[config.mk]
export PLATFORM = sky130hd
export DESIGN_NAME = stream_mux_rr
export DESIGN_NICKNAME = d
export VERILOG_FILES = /design/src/rtl/stream_mux_pkg.sv /design/src/rtl/rr_arbiter.sv /design/src/rtl/stream_mux_rr.sv
export SDC_FILE = /design/constraint.sdc
export NUM_CORES = 1
export LEC_CHECK = 0
export BUFFER_PORTS_ARGS = -buffer_cell sky130_fd_sc_hd__buf_2
export CAP_MARGIN = 20
export CORE_UTILIZATION = 42
export DETAILED_ROUTE_END_ITERATION = 12
export GPL_TIMING_DRIVEN = 1
export MAX_ROUTING_LAYER = met4
export PLACE_DENSITY = 0.8
export REMOVE_ABC_BUFFERS = 1
export SLEW_MARGIN = 20
export SYNTH_ARGS = -nofsm -noshare
export SYNTH_HDL_FRONTEND = slang
export SYNTH_SLANG_ARGS = --single-unit
export TNS_END_PERCENT = 50
[constraint.sdc]
create_clock -name CLK -period 3.9 [get_ports CLK]
set_input_delay 0.195 -clock CLK [delete_from_list [all_inputs] [get_ports CLK]]
set_output_delay 0.195 -clock CLK [all_outputs]
set_load 0.1 [all_outputs]
[src/rtl/stream_mux_pkg.sv]
// Shared constants and helpers for the N:1 registered stream multiplexer.
package stream_mux_pkg;

  localparam int unsigned MODE_SEL = 0;
  localparam int unsigned MODE_RR  = 1;

  // Ceiling log2; callers guarantee n >= 2 so the result is at least 1.
  function automatic int unsigned clog2(input int unsigned n);
    int unsigned r;
    r = 0;
    for (int unsigned v = n - 1; v > 0; v = v >> 1) begin
      r++;
    end
    return r;
  endfunction

endpackage

[src/rtl/rr_arbiter.sv]
// Rotate-priority search: the first requester after ptr (mod N) wins.
module rr_arbiter
  import stream_mux_pkg::*;
#(
  parameter int unsigned N  = 4,
  parameter int unsigned SW = clog2(N)
) (
  input  logic [N-1:0]  req,
  input  logic [SW-1:0] ptr,
  output logic          gnt_vld,
  output logic [SW-1:0] gnt_idx
);

  always_comb begin
    int unsigned idx;
    idx     = 0;
    gnt_vld = 1'b0;
    gnt_idx = '0;
    for (int unsigned k = 1; k <= N; k++) begin
      idx = (32'(ptr) + k) % N;
      if (!gnt_vld && req[SW'(idx)]) begin
        gnt_vld = 1'b1;
        gnt_idx = SW'(idx);
      end
    end
  end

endmodule

[src/rtl/stream_mux_rr.sv]
// N:1 valid/ready multiplexer with a one-entry output register; channel chosen
// by explicit select (MODE_SEL) or round-robin arbitration (MODE_RR).
module stream_mux_rr
  import stream_mux_pkg::*;
#(
  parameter int unsigned W    = 8,
  parameter int unsigned N    = 4,
  parameter int unsigned MODE = MODE_SEL,
  parameter int unsigned SW   = clog2(N)
) (
  input  logic           CLK,
  input  logic           resetl,
  input  logic [N*W-1:0] in_data,
  input  logic [N-1:0]   in_valid,
  output logic [N-1:0]   in_ready,
  input  logic [SW-1:0]  sel,
  output logic [W-1:0]   out_data,
  output logic [SW-1:0]  out_chan,
  output logic           out_valid,
  input  logic           out_ready
);

  logic          gnt_vld_c;
  logic [SW-1:0] gnt_idx_c;
  logic          load_c;
  logic [W-1:0]  in_words [N];

  logic [W-1:0]  data_q,  data_d;
  logic [SW-1:0] chan_q,  chan_d;
  logic          valid_q, valid_d;

  for (genvar i = 0; i < N; i++) begin : g_words
    assign in_words[i] = in_data[i*W +: W];
  end

  if (MODE == MODE_RR) begin : g_rr
    logic [SW-1:0] ptr_q, ptr_d;
    logic          sel_unused;

    assign sel_unused = ^sel;

    rr_arbiter #(.N(N), .SW(SW)) u_arb (
      .req     (in_valid),
      .ptr     (ptr_q),
      .gnt_vld (gnt_vld_c),
      .gnt_idx (gnt_idx_c)
    );

    // Pointer only advances on an actual load, so a stalled grant keeps its turn.
    always_comb begin
      ptr_d = ptr_q;
      if (load_c) ptr_d = gnt_idx_c;
    end

    always_ff @(posedge CLK or negedge resetl) begin
      if (!resetl) ptr_q <= SW'(N - 1);
      else         ptr_q <= ptr_d;
    end
  end else begin : g_sel
    // Out-of-range select values simply never win.
    always_comb begin
      gnt_vld_c = 1'b0;
      gnt_idx_c = sel;
      if (32'(sel) < N) gnt_vld_c = in_valid[sel];
    end
  end

  assign load_c = (~valid_q | out_ready) & gnt_vld_c;

  always_comb begin
    in_ready = '0;
    if (load_c) in_ready[gnt_idx_c] = 1'b1;
  end

  // Load replaces a draining word in the same edge; a pure drain keeps data/chan.
  always_comb begin
    data_d  = data_q;
    chan_d  = chan_q;
    valid_d = valid_q;
    if (load_c) begin
      data_d  = in_words[gnt_idx_c];
      chan_d  = gnt_idx_c;
      valid_d = 1'b1;
    end else if (out_ready) begin
      valid_d = 1'b0;
    end
  end

  always_ff @(posedge CLK or negedge resetl) begin
    if (!resetl) begin
      data_q  <= '0;
      chan_q  <= '0;
      valid_q <= 1'b0;
    end else begin
      data_q  <= data_d;
      chan_q  <= chan_d;
      valid_q <= valid_d;
    end
  end

  assign out_data  = data_q;
  assign out_chan  = chan_q;
  assign out_valid = valid_q;

endmodule
==> flow_results.xml, run 1 <==
<?xml version="1.0" encoding="UTF-8"?>
<metrics>
  <group name="clocking">
    <metric name="cts_resized" unit="">0</metric>
    <metric name="clock_sinks" unit="">11</metric>
    <metric name="cts.htree.levels" unit="">1</metric>
    <metric name="clk_path_buf_depth" unit="">2</metric>
    <metric name="postCtsSetupBuffers" unit="">0</metric>
    <metric name="cts_buffers" unit="">3</metric>
    <metric name="clkSlewWorstSetupHoldPaths" unit="ps">70</metric>
    <metric name="post_cts_hold_buffer_count" unit="">1</metric>
    <metric name="clock_insertion_delay_worst_skew" unit="ps">260</metric>
    <metric name="ctsRootBufferMaster" unit="">sky130_fd_sc_hd__clkbuf_4</metric>
    <metric name="cts_tree" unit="">yes</metric>
  </group>
  <group name="global_routing">
    <metric name="maximum_number_of_pins_on_one_net_before_global_route_repair" unit="">15</metric>
    <metric name="antenna_found_initial" unit="">0</metric>
    <metric name="gr_usage_total" unit="%">20.8</metric>
    <metric name="first_global_vias" unit="">652</metric>
    <metric name="global_route.overflow_total" unit="">0</metric>
    <metric name="grt_first_pass_wirelength" unit="um">2880</metric>
  </group>
  <group name="critical_path">
    <metric name="worstPathCellList" unit="">or2b_1, nor3b_2, and2_1, buf_2</metric>
    <metric name="setup.worst_path.class" unit="">flip-flop to primary output</metric>
    <metric name="worstSetupEndpointType" unit="">primary output</metric>
    <metric name="start_kind" unit="">flip-flop</metric>
    <metric name="worstPathMaxFanout" unit="">4</metric>
    <metric name="critical_path.top_delay_family" unit="">simple AND/OR/NAND/NOR gates</metric>
    <metric name="required" unit="ps">3700</metric>
    <metric name="signal_arrival_time_at_the_worst_endpoint" unit="ps">1700</metric>
    <metric name="cell_type_of_the_slowest_stage_on_the_worst_timing_path" unit="">sky130_fd_sc_hd__buf_2</metric>
    <metric name="cpPeakStageDelay" unit="ps">420</metric>
    <metric name="crit_buf_inv" unit="">1</metric>
  </group>
  <group name="timing">
    <metric name="setup-tns-final" unit="ps">0</metric>
    <metric name="timing_worst_slew_pin_value" unit="ps">659</metric>
    <metric name="post-route-period-util" unit="%">48.5</metric>
    <metric name="worst_clock_skew" unit="ps">0.477</metric>
    <metric name="timing.final.setup_violations" unit="">0</metric>
    <metric name="achievable-frequency" unit="MHz">529</metric>
    <metric name="finalWorstPathRequiredPeriod" unit="ps">1890</metric>
    <metric name="timing.final.max_slew_violations" unit="">0</metric>
    <metric name="rsz0062_at_grt" unit="">no</metric>
    <metric name="final_hold_viol_count" unit="">0</metric>
    <metric name="slew_headroom" unit="%">55.9</metric>
  </group>
  <group name="floorplan">
    <metric name="area_enclosed_by_the_die_boundary" unit="sq mm">0.00200</metric>
    <metric name="effective_utilization_at_floorplan" unit="%">44.5</metric>
    <metric name="floorplan.rows" unit="">15</metric>
    <metric name="floorplan.core_area" unit="sq mm">0.00173</metric>
    <metric name="io_pins" unit="">56</metric>
    <metric name="die_height" unit="um">44.8</metric>
    <metric name="die_w" unit="um">44.8</metric>
  </group>
  <group name="route">
    <metric name="detailedRoute.firstIterationViolations" unit="">6</metric>
    <metric name="dr_wl_met3" unit="um">124</metric>
    <metric name="drt-total-wl" unit="um">1780</metric>
    <metric name="dr_wl_met2" unit="um">932</metric>
    <metric name="top_signal_layer_used" unit="">met4</metric>
    <metric name="first_pass_iters" unit="">3</metric>
    <metric name="route.antenna.remaining_nets" unit="">0</metric>
    <metric name="routed_wire_length_per_instance" unit="um">13.7</metric>
    <metric name="met1_length" unit="um">708</metric>
    <metric name="vias" unit="">637</metric>
    <metric name="routed_via_density" unit="">4.90</metric>
    <metric name="drc" unit="">0</metric>
  </group>
  <group name="worst_hold_path">
    <metric name="hold_path.class" unit="">input pin to flip-flop</metric>
  </group>
  <group name="synthesis">
    <metric name="synthCells" unit="">48</metric>
    <metric name="synth_cell_type_count" unit="">17</metric>
    <metric name="synth_seq_cells" unit="">11</metric>
    <metric name="synthesized_area" unit="sq um">768</metric>
    <metric name="ys_seq_area_share" unit="%">35.8</metric>
    <metric name="synth-warning-count" unit="">0</metric>
    <metric name="syn-mean-instance-area" unit="sq um">16.0</metric>
  </group>
  <group name="power_and_ir_drop">
    <metric name="largest_vdd_supply_drop" unit="uV">267</metric>
    <metric name="pwr-share-seq" unit="%">26.8</metric>
    <metric name="sw_power" unit="uW">316</metric>
    <metric name="clock_power_share" unit="%">12.7</metric>
    <metric name="power_leakage" unit="uW">0.000589</metric>
    <metric name="pd_cells" unit="mW/mm^2">545</metric>
    <metric name="swShare" unit="%">54.0</metric>
    <metric name="comb_power_share" unit="%">60.6</metric>
    <metric name="intPower" unit="uW">269</metric>
  </group>
  <group name="status">
    <metric name="run_status" unit="">finished clean</metric>
  </group>
  <group name="cells_and_area">
    <metric name="multi_input_gate_area" unit="sq um">443</metric>
    <metric name="storage_cell_area" unit="sq um">275</metric>
    <metric name="syn_to_final_growth" unit="%">39.6</metric>
    <metric name="nets" unit="">147</metric>
    <metric name="drive_gt1_share" unit="%">68.6</metric>
    <metric name="finalCoreUtilization" unit="%">62.1</metric>
    <metric name="antenna-diode-count" unit="">0</metric>
    <metric name="filler_cell_count" unit="">162</metric>
  </group>
  <group name="place">
    <metric name="io_buffer_count" unit="">55</metric>
    <metric name="replace_congestion" unit="">0.691</metric>
  </group>
  <group name="job">
    <metric name="drv.max_cap_violation_count" unit="">0</metric>
  </group>
</metrics>
## sequential cells by signal (all words and copies together) (netlist names)
name	cells
out_chan	2
out_valid	1
out_data	8
## power by group through the flow
stage	clock network [uW]	logic [uW]	registers (uW)
2_1_floorplan	0	80.9	364
3_3_place_gp	0	349	160
3_5_place_dp	0	355	159
4_1_cts	76.7	356	156
5_1_grt	81.2	366	160
6_report	74.1	354	156
## per-layer routing
metal | global-route usage [%] | vias to the layer above
li1 | - | 302
met1 | 22.7 | 298
met2 | 37.6 | 35
met3 | 1.60 | 2
met4 | 10.9 | 0
met5 | - | -
## through the flow
stage	total power (uW)	hold WS (ps)	area (sq um)	cells	setup WS, ps
6_report	585	251	1070	130	2010
2_1_floorplan	445	-101	729	45	1320
3_5_place_dp	513	75.8	1040	125	1930
3_3_place_gp	508	67.8	1040	125	2020
4_1_cts	589	245	1070	130	1980
5_1_grt	607	258	1070	130	1890
## cell usage after synthesis
cell type,count,share of area (%)
sky130_fd_sc_hd__and2_1,2,1.6
sky130_fd_sc_hd__buf_6,1,1.5
sky130_fd_sc_hd__bufbuf_8,1,2.4
sky130_fd_sc_hd__dfrtp_1,11,36
sky130_fd_sc_hd__dlygate4sd1_1,1,1.1
sky130_fd_sc_hd__inv_1,3,1.5
sky130_fd_sc_hd__mux2_4,10,20
sky130_fd_sc_hd__mux2i_1,1,1.3
sky130_fd_sc_hd__mux4_1,7,24
sky130_fd_sc_hd__mux4_2,1,2.9
sky130_fd_sc_hd__nand2_1,2,0.98
sky130_fd_sc_hd__nand3_2,1,1.3
sky130_fd_sc_hd__nor2_1,2,0.98
sky130_fd_sc_hd__nor2b_2,1,1.1
sky130_fd_sc_hd__nor3b_2,1,1.6
sky130_fd_sc_hd__o21ai_0,2,1.3
sky130_fd_sc_hd__or2b_1,1,0.98
## worst min-delay path: cells and delay by family
family,cells,cell delay (ps)
buffers and inverters,1,70
AND/OR/NAND/NOR,2,200
## placed cells by master, fill, tap and decap left out, types with 2 or more instances in the layout
cell                        n
sky130_fd_sc_hd__clkbuf_4   3
sky130_fd_sc_hd__nand2_1    2
sky130_fd_sc_hd__buf_2     55
sky130_fd_sc_hd__nor2_1     2
sky130_fd_sc_hd__mux2_4    10
sky130_fd_sc_hd__and2_1     2
sky130_fd_sc_hd__mux4_1     7
sky130_fd_sc_hd__dfrtp_1   11
sky130_fd_sc_hd__o21ai_0    2
sky130_fd_sc_hd__inv_1      3
## final cells by class
class / instances / area share (%)
flip-flops and latches: 11 / 25.7
clock buffers: 4 / 2.45
multi-input cells: 31 / 41.3
well taps: 25 / 2.92
inverters: 3 / 1.05
repair buffers: 56 / 26.6
## worst paths after layout
path / startpoint / endpoint / slack (ps) / depth (start not counted)
setup / recovery: out_valid$_DFFE_PN0P_ / in_ready[0] / 2010 / 4
setup reg to reg: out_valid$_DFFE_PN0P_ / out_data[3]$_DFFE_PN0P_ / 2080 / 4
min in group asynchronous: resetl / out_data[7]$_DFFE_PN0P_ / 330 / 2
hold / removal: out_ready / out_valid$_DFFE_PN0P_ / 250 / 3
hold reg to reg: out_data[5]$_DFFE_PN0P_ / out_data[5]$_DFFE_PN0P_ / 510 / 1
max in group asynchronous: resetl / out_data[2]$_DFFE_PN0P_ / 3370 / 2
## cell families after synthesis
logic type,count (synthesis),share of synthesized area [%]
simple gates,10,8.63
compound gates,2,1.30
flops,11,35.8
buf+inv,6,6.51
mux,19,47.7
Note: power is estimated with default switching activity, not from simulation.
==> run 2, diff against run 1 <==
--- a/config.mk
+++ b/config.mk
@@ -5,13 +5,14 @@
 export SDC_FILE = /design/constraint.sdc
 export NUM_CORES = 1
 export LEC_CHECK = 0
+export ABC_AREA = 1
 export BUFFER_PORTS_ARGS = -buffer_cell sky130_fd_sc_hd__buf_2
 export CAP_MARGIN = 20
-export CORE_UTILIZATION = 42
+export CORE_UTILIZATION = 41
 export DETAILED_ROUTE_END_ITERATION = 12
 export GPL_TIMING_DRIVEN = 1
 export MAX_ROUTING_LAYER = met4
-export PLACE_DENSITY = 0.8
+export PLACE_DENSITY = 0.76
 export REMOVE_ABC_BUFFERS = 1
 export SLEW_MARGIN = 20
 export SYNTH_ARGS = -nofsm -noshare
==> constraint.sdc (replaced) <==
create_clock -name CLK -period 1.8 [get_ports CLK]
set_input_delay 0.09 -clock CLK [delete_from_list [all_inputs] [get_ports CLK]]
set_output_delay 0.09 -clock CLK [all_outputs]
set_load 0.1 [all_outputs]
==> run 2 against run 1 <==
Count of clock-buffer cells in the layout stayed put. Synthesized cell count grew to 2.9 times the previous value. Highest routed layer unchanged. Utilization is 0.25 points lower. Largest power group unchanged. Sequential cell count stayed put. Area after synthesis is 9.6% higher. Sequential power is 110% higher. Register-to-register slack worse by 1400 ps. First-iteration DRC count grew to 5.0 times the previous value. Non-clock buffer count is 2 higher. Critical path type is now input pin to primary output.
==> flow_results.xml, run 2 <==
<?xml version="1.0" encoding="UTF-8"?>
<metrics>
  <group name="critical_path">
    <metric name="worstPathCellList" unit="">buf_2, inv_2, nand2_1, nand2_1, nand2_1, nand2_2, nand2_2, nor2_2, buf_12</metric>
    <metric name="worstSetupEndpointType" unit="">primary output</metric>
    <metric name="critical_path.top_delay_family" unit="">simple AND/OR/NAND/NOR gates</metric>
    <metric name="required" unit="ps">1710</metric>
    <metric name="signal_arrival_time_at_the_worst_endpoint" unit="ps">1500</metric>
    <metric name="worstPathMaxFanout" unit="">21</metric>
    <metric name="crit_buf_inv" unit="">3</metric>
    <metric name="crit_path_frequent_cell" unit="">sky130_fd_sc_hd__nand2_1</metric>
    <metric name="cell_type_of_the_slowest_stage_on_the_worst_timing_path" unit="">sky130_fd_sc_hd__buf_2</metric>
    <metric name="start_kind" unit="">input pin</metric>
    <metric name="cpPeakStageDelay" unit="ps">230</metric>
    <metric name="setup.worst_path.class" unit="">input pin to primary output</metric>
  </group>
  <group name="status">
    <metric name="run_status" unit="">finished clean</metric>
  </group>
  <group name="power_and_ir_drop">
    <metric name="comb_power_share" unit="%">58.8</metric>
    <metric name="pd_cells" unit="mW/mm^2">1000</metric>
    <metric name="largest_vdd_supply_drop" unit="uV">624</metric>
    <metric name="pwr-share-seq" unit="%">27.2</metric>
    <metric name="power_leakage" unit="uW">0.000765</metric>
    <metric name="design_power_total" unit="uW">1210</metric>
    <metric name="swShare" unit="%">56.8</metric>
    <metric name="intPower" unit="uW">521</metric>
    <metric name="clock_power_share" unit="%">14.0</metric>
    <metric name="sw_power" unit="uW">685</metric>
  </group>
  <group name="synthesis">
    <metric name="synth-warning-count" unit="">0</metric>
    <metric name="syn-mean-instance-area" unit="sq um">5.97</metric>
    <metric name="post-synth-top-count-cell" unit="">sky130_fd_sc_hd__nand2_1</metric>
    <metric name="synth_cell_type_count" unit="">13</metric>
    <metric name="synthCells" unit="">141</metric>
    <metric name="synth_flop_cell" unit="">sky130_fd_sc_hd__dfrtp_1</metric>
    <metric name="postSynth.asyncResetShare" unit="%">100</metric>
    <metric name="count_of_flip_flops_with_a_built_in_enable_after_synthesis" unit="">0</metric>
    <metric name="synth_seq_cells" unit="">11</metric>
    <metric name="synthesized_area" unit="sq um">842</metric>
    <metric name="ys_seq_area_share" unit="%">32.7</metric>
    <metric name="yosys-top-cells-area" unit="">sky130_fd_sc_hd__nand2_1 (45%), sky130_fd_sc_hd__dfrtp_1 (33%), sky130_fd_sc_hd__nand3_1 (4.8%), sky130_fd_sc_hd__buf_6 (4.0%), sky130_fd_sc_hd__nand2_2 (2.2%)</metric>
    <metric name="synth_commonest_cells" unit="">sky130_fd_sc_hd__nand2_1 (102), sky130_fd_sc_hd__dfrtp_1 (11), sky130_fd_sc_hd__nand3_1 (8)</metric>
    <metric name="synth_top_cell_by_area" unit="">sky130_fd_sc_hd__nand2_1</metric>
    <metric name="fraction_of_synthesized_cell_area_taken_by_the_top_area_cell_type" unit="%">45.5</metric>
  </group>
  <group name="timing">
    <metric name="finalWorstPathRequiredPeriod" unit="ps">1590</metric>
    <metric name="post-route-period-util" unit="%">88.4</metric>
    <metric name="achievable-frequency" unit="MHz">629</metric>
    <metric name="worst_clock_skew" unit="ps">4.21</metric>
    <metric name="final_hold_viol_count" unit="">0</metric>
    <metric name="timing.final.max_slew_violations" unit="">0</metric>
    <metric name="timing.final.setup_violations" unit="">0</metric>
    <metric name="timing_worst_slew_pin_value" unit="ps">493</metric>
    <metric name="final.setup.worst_slack" unit="ps">209</metric>
    <metric name="rsz0062_at_grt" unit="">no</metric>
    <metric name="slew_headroom" unit="%">67.3</metric>
  </group>
  <group name="route">
    <metric name="vias" unit="">1010</metric>
    <metric name="drc" unit="">0</metric>
    <metric name="drt-total-wl" unit="um">2210</metric>
    <metric name="route.antenna.remaining_nets" unit="">0</metric>
    <metric name="detailedRoute.firstIterationViolations" unit="">30</metric>
    <metric name="routed_wire_length_per_instance" unit="um">9.95</metric>
    <metric name="routed_via_density" unit="">4.55</metric>
    <metric name="first_pass_iters" unit="">4</metric>
  </group>
  <group name="global_routing">
    <metric name="first_global_vias" unit="">807</metric>
    <metric name="grt_first_pass_wirelength" unit="um">3260</metric>
    <metric name="maximum_number_of_pins_on_one_net_before_global_route_repair" unit="">22</metric>
    <metric name="gr_usage_total" unit="%">21.7</metric>
    <metric name="global_route.overflow_total" unit="">0</metric>
    <metric name="antenna_found_initial" unit="">0</metric>
  </group>
  <group name="clocking">
    <metric name="ctsRootBufferMaster" unit="">sky130_fd_sc_hd__clkbuf_4</metric>
    <metric name="cts_buffers" unit="">3</metric>
    <metric name="clkSlewWorstSetupHoldPaths" unit="ps">70</metric>
    <metric name="clk_path_buf_depth" unit="">2</metric>
    <metric name="clock_sinks" unit="">11</metric>
    <metric name="cts.htree.levels" unit="">1</metric>
    <metric name="cts_tree" unit="">yes</metric>
    <metric name="clock_insertion_delay_worst_skew" unit="ps">270</metric>
  </group>
  <group name="floorplan">
    <metric name="io_pins" unit="">56</metric>
    <metric name="area_enclosed_by_the_die_boundary" unit="sq mm">0.00224</metric>
    <metric name="floorplan.core_area" unit="sq mm">0.00194</metric>
    <metric name="die_w" unit="um">47.3</metric>
    <metric name="die_height" unit="um">47.3</metric>
    <metric name="floorplan.rows" unit="">16</metric>
    <metric name="effective_utilization_at_floorplan" unit="%">43.4</metric>
  </group>
  <group name="job">
    <metric name="drv.max_cap_violation_count" unit="">0</metric>
  </group>
  <group name="place">
    <metric name="io_buffer_count" unit="">55</metric>
    <metric name="preCtsSetupSlack" unit="ps">195</metric>
    <metric name="replace_congestion" unit="">0.750</metric>
    <metric name="detailedPlacementHpwl" unit="um">1730</metric>
  </group>
  <group name="cells_and_area">
    <metric name="syn_to_final_growth" unit="%">42.6</metric>
    <metric name="largest_register_ff_count" unit="">8</metric>
    <metric name="layout_common_cells" unit="">sky130_fd_sc_hd__nand2_1 (101), sky130_fd_sc_hd__buf_2 (51), sky130_fd_sc_hd__dfrtp_1 (11), sky130_fd_sc_hd__nand3_1 (8)</metric>
    <metric name="drive_gt1_share" unit="%">35.9</metric>
    <metric name="finalCoreUtilization" unit="%">61.9</metric>
    <metric name="antenna-diode-count" unit="">0</metric>
    <metric name="nets" unit="">237</metric>
    <metric name="layout_commonest_cell" unit="">sky130_fd_sc_hd__nand2_1</metric>
  </group>
  <group name="worst_hold_path">
    <metric name="hold_path.class" unit="">input pin to flip-flop</metric>
  </group>
</metrics>
-- run 2: cell count changes after synthesis, sizes merged, moves of 7 or more --
cell and delta:
mux2 -10, nand3 +9, nand2 +103, buf +7, mux4 -8
-- run 2: worst paths after layout --
| check | to | from | cells after the start | slack [ps] |
|---|---|---|---|---|
| hold reg to reg | out_chan[0]$_DFFE_PN0P_ | out_chan[0]$_DFFE_PN0P_ | 2 | 470 |
| max in group asynchronous | out_data[4]$_DFFE_PN0P_ | resetl | 2 | 1390 |
| setup reg to reg | out_data[2]$_DFFE_PN0P_ | out_valid$_DFFE_PN0P_ | 4 | 670 |
| min in group asynchronous | out_chan[1]$_DFFE_PN0P_ | resetl | 2 | 210 |
| hold / removal | out_chan[1]$_DFFE_PN0P_ | sel[1] | 3 | 170 |
| setup / recovery | in_ready[0] | sel[0] | 9 | 210 |
-- run 2: final cells by class --
cell class,instances,area (sq um)
clock buffer,4,26.3
sequential,11,275
timing repair buffer,58,360
fill,185,741
multi-input combinational,119,494
tap,27,33.8
inverter,3,11.3
-- run 2: what timing repair did --
| action | CTS | global route |
|---|---|---|
| gates resized for setup | 0 | 1 |
| setup buffers | 0 | 0 |
| hold buffers | 1 | 0 |
| endpoints found under the setup margin | 0 | 1 |
| endpoints found under the hold margin | 11 | 0 |
-- run 2: per-stage QoR --
step	hold slack [ps]	area (sq um)	cells	setup TNS, ps
floorplan	-206	778	133	-2630
global placement	-36.7	1160	217	0
detailed placement	-31.5	1160	217	0
CTS	182	1200	222	0
global route	210	1200	222	0
finish	175	1200	222	0
-- run 2: worst register-to-register path, cell delays in order (launching register included) --
cell	delay [ps]
sky130_fd_sc_hd__dfrtp_1	380
sky130_fd_sc_hd__nand2_2	240
sky130_fd_sc_hd__nand2_2	230
sky130_fd_sc_hd__nand2_1	120
sky130_fd_sc_hd__nand2_1	60
-- run 2: cell families (layout without fill, tap and decap cells) --
| logic type | Yosys count | count (layout) | share of synthesized area [%] |
|---|---|---|---|
| flip-flops | 11 | 11 | 32.7 |
| buffers and inverters | 11 | 65 | 8.91 |
| AND/OR/NAND/NOR | 119 | 119 | 58.4 |
-- run 2: layer usage --
metal,up-vias,GRT usage (%),routed length (um)
li1,532,-,-
met5,-,-,0
met3,7,4.62,165
met2,53,36.2,1060
met4,0,6.86,32
met1,418,25.9,954
-- run 2: power by group through the flow --
stage,Combinational [uW],Clock (uW),Sequential (uW)
4_1_cts,710,170,326
3_5_place_dp,708,0,330
3_3_place_gp,698,0,330
5_1_grt,746,181,333
6_report,709,169,327
2_1_floorplan,152,0,720
